`src/rtl/mc_ctrl_pkg.sv`:
```
// Shared encodings for the multicycle control FSM: state enum, opcodes, datapath select codes.
// Pure type/constant package, no logic and no latency.
// No flow control; these are static encodings consumed by the FSM and datapath.
package mc_ctrl_pkg;

  typedef enum logic [3:0] {
    FETCH    = 4'd0,
    DECODE   = 4'd1,
    MEMADR   = 4'd2,
    MEMREAD  = 4'd3,
    MEMWB    = 4'd4,
    MEMWRITE = 4'd5,
    EXECUTER = 4'd6,
    ALUWB    = 4'd7,
    EXECUTEI = 4'd8,
    JAL      = 4'd9,
    BEQ      = 4'd10,
    TRAP     = 4'd11
  } state_t;

  // RV32I major opcodes handled by this core
  localparam logic [6:0] OP_LOAD   = 7'b0000011;
  localparam logic [6:0] OP_STORE  = 7'b0100011;
  localparam logic [6:0] OP_R      = 7'b0110011;
  localparam logic [6:0] OP_I      = 7'b0010011;
  localparam logic [6:0] OP_JAL    = 7'b1101111;
  localparam logic [6:0] OP_BRANCH = 7'b1100011;

  // Result mux
  localparam logic [1:0] RES_ALUOUT = 2'b00;
  localparam logic [1:0] RES_DATA   = 2'b01;
  localparam logic [1:0] RES_ALURES = 2'b10;

  // ALU operand A mux
  localparam logic [1:0] SRCA_PC    = 2'b00;
  localparam logic [1:0] SRCA_OLDPC = 2'b01;
  localparam logic [1:0] SRCA_RS1   = 2'b10;

  // ALU operand B mux
  localparam logic [1:0] SRCB_RS2  = 2'b00;
  localparam logic [1:0] SRCB_IMM  = 2'b01;
  localparam logic [1:0] SRCB_FOUR = 2'b10;

  // ALU decoder command
  localparam logic [1:0] ALUOP_ADD   = 2'b00;
  localparam logic [1:0] ALUOP_SUB   = 2'b01;
  localparam logic [1:0] ALUOP_FUNCT = 2'b10;

  // Dispatch target out of DECODE; anything unrecognised parks the core in TRAP.
  function automatic state_t decode_target(input logic [6:0] op);
    case (op)
      OP_LOAD, OP_STORE: decode_target = MEMADR;
      OP_R:              decode_target = EXECUTER;
      OP_I:              decode_target = EXECUTEI;
      OP_JAL:            decode_target = JAL;
      OP_BRANCH:         decode_target = BEQ;
      default:           decode_target = TRAP;
    endcase
  endfunction

endpackage

```
`src/rtl/multicycle_control_fsm.sv`:
```
// Main control FSM of the RV32I multicycle core: fetch/decode/execute/memory/writeback sequencing.
// Moore outputs straight off the state register; PCWrite alone is combinational on zero. 3-5 cycles per instruction.
// No backpressure: advances one state every clock; an illegal opcode stalls in TRAP until rst.
module multicycle_control_fsm
  import mc_ctrl_pkg::*;
(
  input  logic       clk,
  input  logic       rst,
  input  logic [6:0] opcode,
  input  logic       zero,
  output logic       PCWrite,
  output logic       AdrSrc,
  output logic       MemWrite,
  output logic       IRWrite,
  output logic       RegWrite,
  output logic [1:0] ResultSrc,
  output logic [1:0] ALUSrcA,
  output logic [1:0] ALUSrcB,
  output logic [1:0] ALUOp,
  output logic       instr_done,
  output logic       illegal
);

  state_t state;
  state_t state_nxt;
  logic   pc_update;
  logic   branch;

  // State register; synchronous reset returns to FETCH from anywhere, including TRAP.
  always_ff @(posedge clk) begin
    if (rst) state <= FETCH;
    else     state <= state_nxt;
  end

  // Next-state selection and per-state control decode.
  always_comb begin
    state_nxt  = state;
    pc_update  = 1'b0;
    branch     = 1'b0;
    AdrSrc     = 1'b0;
    MemWrite   = 1'b0;
    IRWrite    = 1'b0;
    RegWrite   = 1'b0;
    ResultSrc  = RES_ALUOUT;
    ALUSrcA    = SRCA_PC;
    ALUSrcB    = SRCB_RS2;
    ALUOp      = ALUOP_ADD;
    instr_done = 1'b0;
    illegal    = 1'b0;
    case (state)
      FETCH: begin
        // IR <- mem[PC]; PC <- PC + 4 through the ALU result path
        AdrSrc    = 1'b0;
        IRWrite   = 1'b1;
        ALUSrcA   = SRCA_PC;
        ALUSrcB   = SRCB_FOUR;
        ALUOp     = ALUOP_ADD;
        ResultSrc = RES_ALURES;
        pc_update = 1'b1;
        state_nxt = DECODE;
      end
      DECODE: begin
        // OldPC + imm is computed speculatively so BEQ finds its target in ALUOut
        ALUSrcA   = SRCA_OLDPC;
        ALUSrcB   = SRCB_IMM;
        ALUOp     = ALUOP_ADD;
        state_nxt = decode_target(opcode);
      end
      MEMADR: begin
        ALUSrcA   = SRCA_RS1;
        ALUSrcB   = SRCB_IMM;
        ALUOp     = ALUOP_ADD;
        // Only lw and sw reach here, so anything that is not a load is the store
        state_nxt = (opcode == OP_LOAD) ? MEMREAD : MEMWRITE;
      end
      MEMREAD: begin
        ResultSrc = RES_ALUOUT;
        AdrSrc    = 1'b1;
        state_nxt = MEMWB;
      end
      MEMWB: begin
        ResultSrc  = RES_DATA;
        RegWrite   = 1'b1;
        instr_done = 1'b1;
        state_nxt  = FETCH;
      end
      MEMWRITE: begin
        ResultSrc  = RES_ALUOUT;
        AdrSrc     = 1'b1;
        MemWrite   = 1'b1;
        instr_done = 1'b1;
        state_nxt  = FETCH;
      end
      EXECUTER: begin
        ALUSrcA   = SRCA_RS1;
        ALUSrcB   = SRCB_RS2;
        ALUOp     = ALUOP_FUNCT;
        state_nxt = ALUWB;
      end
      EXECUTEI: begin
        ALUSrcA   = SRCA_RS1;
        ALUSrcB   = SRCB_IMM;
        ALUOp     = ALUOP_FUNCT;
        state_nxt = ALUWB;
      end
      ALUWB: begin
        ResultSrc  = RES_ALUOUT;
        RegWrite   = 1'b1;
        instr_done = 1'b1;
        state_nxt  = FETCH;
      end
      JAL: begin
        // rd gets OldPC + 4 later in ALUWB while PC takes the target held in ALUOut
        ALUSrcA   = SRCA_OLDPC;
        ALUSrcB   = SRCB_FOUR;
        ALUOp     = ALUOP_ADD;
        ResultSrc = RES_ALUOUT;
        pc_update = 1'b1;
        state_nxt = ALUWB;
      end
      BEQ: begin
        ALUSrcA    = SRCA_RS1;
        ALUSrcB    = SRCB_RS2;
        ALUOp      = ALUOP_SUB;
        ResultSrc  = RES_ALUOUT;
        branch     = 1'b1;
        instr_done = 1'b1;
        state_nxt  = FETCH;
      end
      TRAP: begin
        illegal   = 1'b1;
        state_nxt = TRAP;
      end
      default: begin
        // Unused encodings recover through a fresh fetch
        state_nxt = FETCH;
      end
    endcase
  end

  // Branch is taken in the same cycle the comparison produces zero.
  assign PCWrite = pc_update | (branch & zero);

endmodule
```
`config.mk`:
```
export PLATFORM = sky130hd
export DESIGN_NAME = multicycle_control_fsm
export DESIGN_NICKNAME = d
export VERILOG_FILES = /design/src/rtl/mc_ctrl_pkg.sv /design/src/rtl/multicycle_control_fsm.sv
export SDC_FILE = /design/constraint.sdc
export NUM_CORES = 1
export LEC_CHECK = 0
export CAP_MARGIN = 20
export CORE_AREA = 2 2 39 41
export CTS_CLUSTER_DIAMETER = 80
export DETAILED_ROUTE_END_ITERATION = 10
export DIE_AREA = 0 0 41 43
export PLACE_DENSITY_LB_ADDON = 0.2
export SYNTH_ARGS = -nofsm -noshare
export SYNTH_HDL_FRONTEND = slang
export SYNTH_SLANG_ARGS = --single-unit
```
`constraint.sdc`:
```
create_clock -name clk -period 2.9 [get_ports clk]
set_input_delay 0.58 -clock clk [delete_from_list [all_inputs] [get_ports clk]]
set_output_delay 0.58 -clock clk [all_outputs]
set_load 0.02 [all_outputs]
```
==> metrics.txt <==
Lkg Pwr 0.000254 uW; Ports 25; placed cells 102; nets 101; Peak VDD IR 0.460 mV; RR Endpoint state[2]; routed wire length 1330 um; CTS H-tree depth 1; fmax 378 MHz; Final TNS setup 0 ps; post-CTS resize count 0; CTS Hold Bufs 0; Reg2Reg Setup Slack 1300 ps; crit path to ALUOp[1]; Power Density 903 nW/um2; Req. time, crit path 2320 ps; startpoint types flop; WP depth 3; Die Span X 41 um; CP max-delay cell dfxtp_1; Sink Count 4; Post-Layout Cell Count 105; final worst-path cycle share 0.913; Crit path max-delay family flip-flops; gp weighted congestion 0.853; RSZ-0062 raised after global routing false; Die ar. 1760 um2; DR iter-0 viols 15; EDFF count, synth 0; num rows 14; total CTS buffers 3; initial antenna violation count 0; max-slew violations 0; Min Clock Period, post-route 2650 ps; overflow left after global routing 0; Mapped Area 487 um2; largest net degree at the start of global routing 20; library cells used by synthesis 34; final core occ 0.527; gr usage total 0.154; status finished, final reports clean; Async SR Flop Fraction 0; fillers 132; Rel. slew slack 0.610; Worst Tran Pin Value 584 ps; crit path kind reg2out; CP Cell Sequence or3b_1, a21oi_1, clkdlybuf4s50_1; core area 1380 um2; clock buffer depth 2; Largest Register state; Worst Reg2Reg Path Length in Cells 4; Die Span Y 43 um; setup bufs post-CTS 0; final setup vio count 0; Synth Flop Type dfxtp_1; Worst-path clk slew 40 ps; Largest register FFs 4; Top Registers state: 4 flops; Post-DP HPWL 971 um; clock latency on the worst-skew pair 240 ps; router iterations before antenna repair 5; antenna-violating nets left 0; synthesized instance count 68; vias in the first global route 501; Hold/Removal Path Class reg2reg; # diodes 0; WHS 717 ps; syn_area_per_cell 7.16 um2; share of cells above drive strength 1 0.0787; layout overhead on the synthesized area 49.9%; initial core utilization 0.352; Yosys Warn Count 0; first-pass GRT wire length 1910 um; Vias 597; CP max stage delay 630 ps; Critical path origin state[3]; CP Max Fanout 16; crit end category output pin; Root Buffer clkbuf_4; Port Buffers 24; max-cap viol count 0; worst-case clock skew 0.522 ps; Synth Net Count 78; WP buf/inv 1; sequential fraction of the synthesis area 0.165; DRC 0; CP arrival 2070 ps; Yosys reg bits 4; wire per inst 12.7 um; reg2reg start state[1]; Final Hold Vio Count 0; TritonCTS clock tree done; drt via density 5.69
==> layer usage <==
metal	share of wire	vias up	GRT usage
met2	0.50	19	0.209
met5	0	-	0
met1	0.44	277	0.211
met4	0.0083	0	0.120
met3	0.047	2	0.0157
li1	-	299	-
==> placed cells by master, fill, tap and decap left out, types with 2 or more instances in the layout <==
cell	netlist	routed
clkdlybuf4s50_1	0	24
nand2_1	7	7
a21oi_1	6	6
nor3_1	6	6
nor2_1	5	5
dfxtp_1	4	4
nor4_1	3	3
nand3b_1	3	3
nand2b_1	3	3
clkbuf_4	0	3
nor4b_1	2	2
inv_1	2	2
o21ai_0	2	2
==> tightest hold or removal path, delay by kind of cell, from the launching register on <==
kind | cells | cell delay, ps
AO/OA/AOI/OAI | 1 | 70
flip-flops | 1 | 450
AND/OR/NAND/NOR | 1 | 160
==> synth_stat cells, drive strengths merged, types with 2 or more instances <==
library cell	n	area, um2
nand2	7	26.3
a21oi	6	30.0
nor3	6	30.0
buf	5	36.3
nor2	5	18.8
dfxtp	4	80.1
inv	3	11.3
nand2b	3	18.8
nand3b	3	22.5
nor4	3	18.8
o21ai	3	15.0
a211oi	2	20.0
nor4b	2	17.5
o311ai	2	25.0
==> through the flow <==
stage | worst slack (ps) | cell area, um2 | total power (uW)
finish | 254 | 729 | 658
global route | 171 | 729 | 703
CTS | 278 | 729 | 659
detailed placement | 535 | 707 | 584
global placement | 544 | 707 | 584
floorplan | 648 | 487 | 419
==> cell families (layout without fill, tap and decap cells) <==
kind of cell | after synthesis | count (layout) | synth area share
DFF | 4 | 4 | 0.165
and+or+nand+nor | 36 | 36 | 0.434
AOI/OAI and AO/OA | 17 | 17 | 0.260
buffers and inverters | 9 | 30 | 0.105
xor gates and xnor gates | 2 | 2 | 0.0360
==> worst min-delay path by stage <==
stage                   from  endpoint  slack (ps)  depth (start not counted)
floorplan           state[2]  state[3]         520                          2
global placement    state[0]  state[2]         710                          2
detailed placement  state[0]  state[2]         700                          2
CTS                 state[0]  state[2]         710                          2
global route        state[0]  state[2]         750                          2
finish              state[0]  state[2]         720                          2
==> power by group <==
part	switching, uW	leakage [uW]	internal (uW)
clock	27.4	0.0000138	46.6
sequential	71.4	0.0000331	72.5
combinational	220	0.000207	220
total	319	0.000254	339
==> cell type report <==
class                      count  area [um2]  area share
clock buffer                   3        22.5      0.0309
inverter                       3        11.3      0.0154
multi-input combinational     55         355       0.487
sequential                     4        80.1       0.110
tap                           16        20.0      0.0274
timing repair buffer          24         240       0.329
Power figures use the tool's default switching activity.
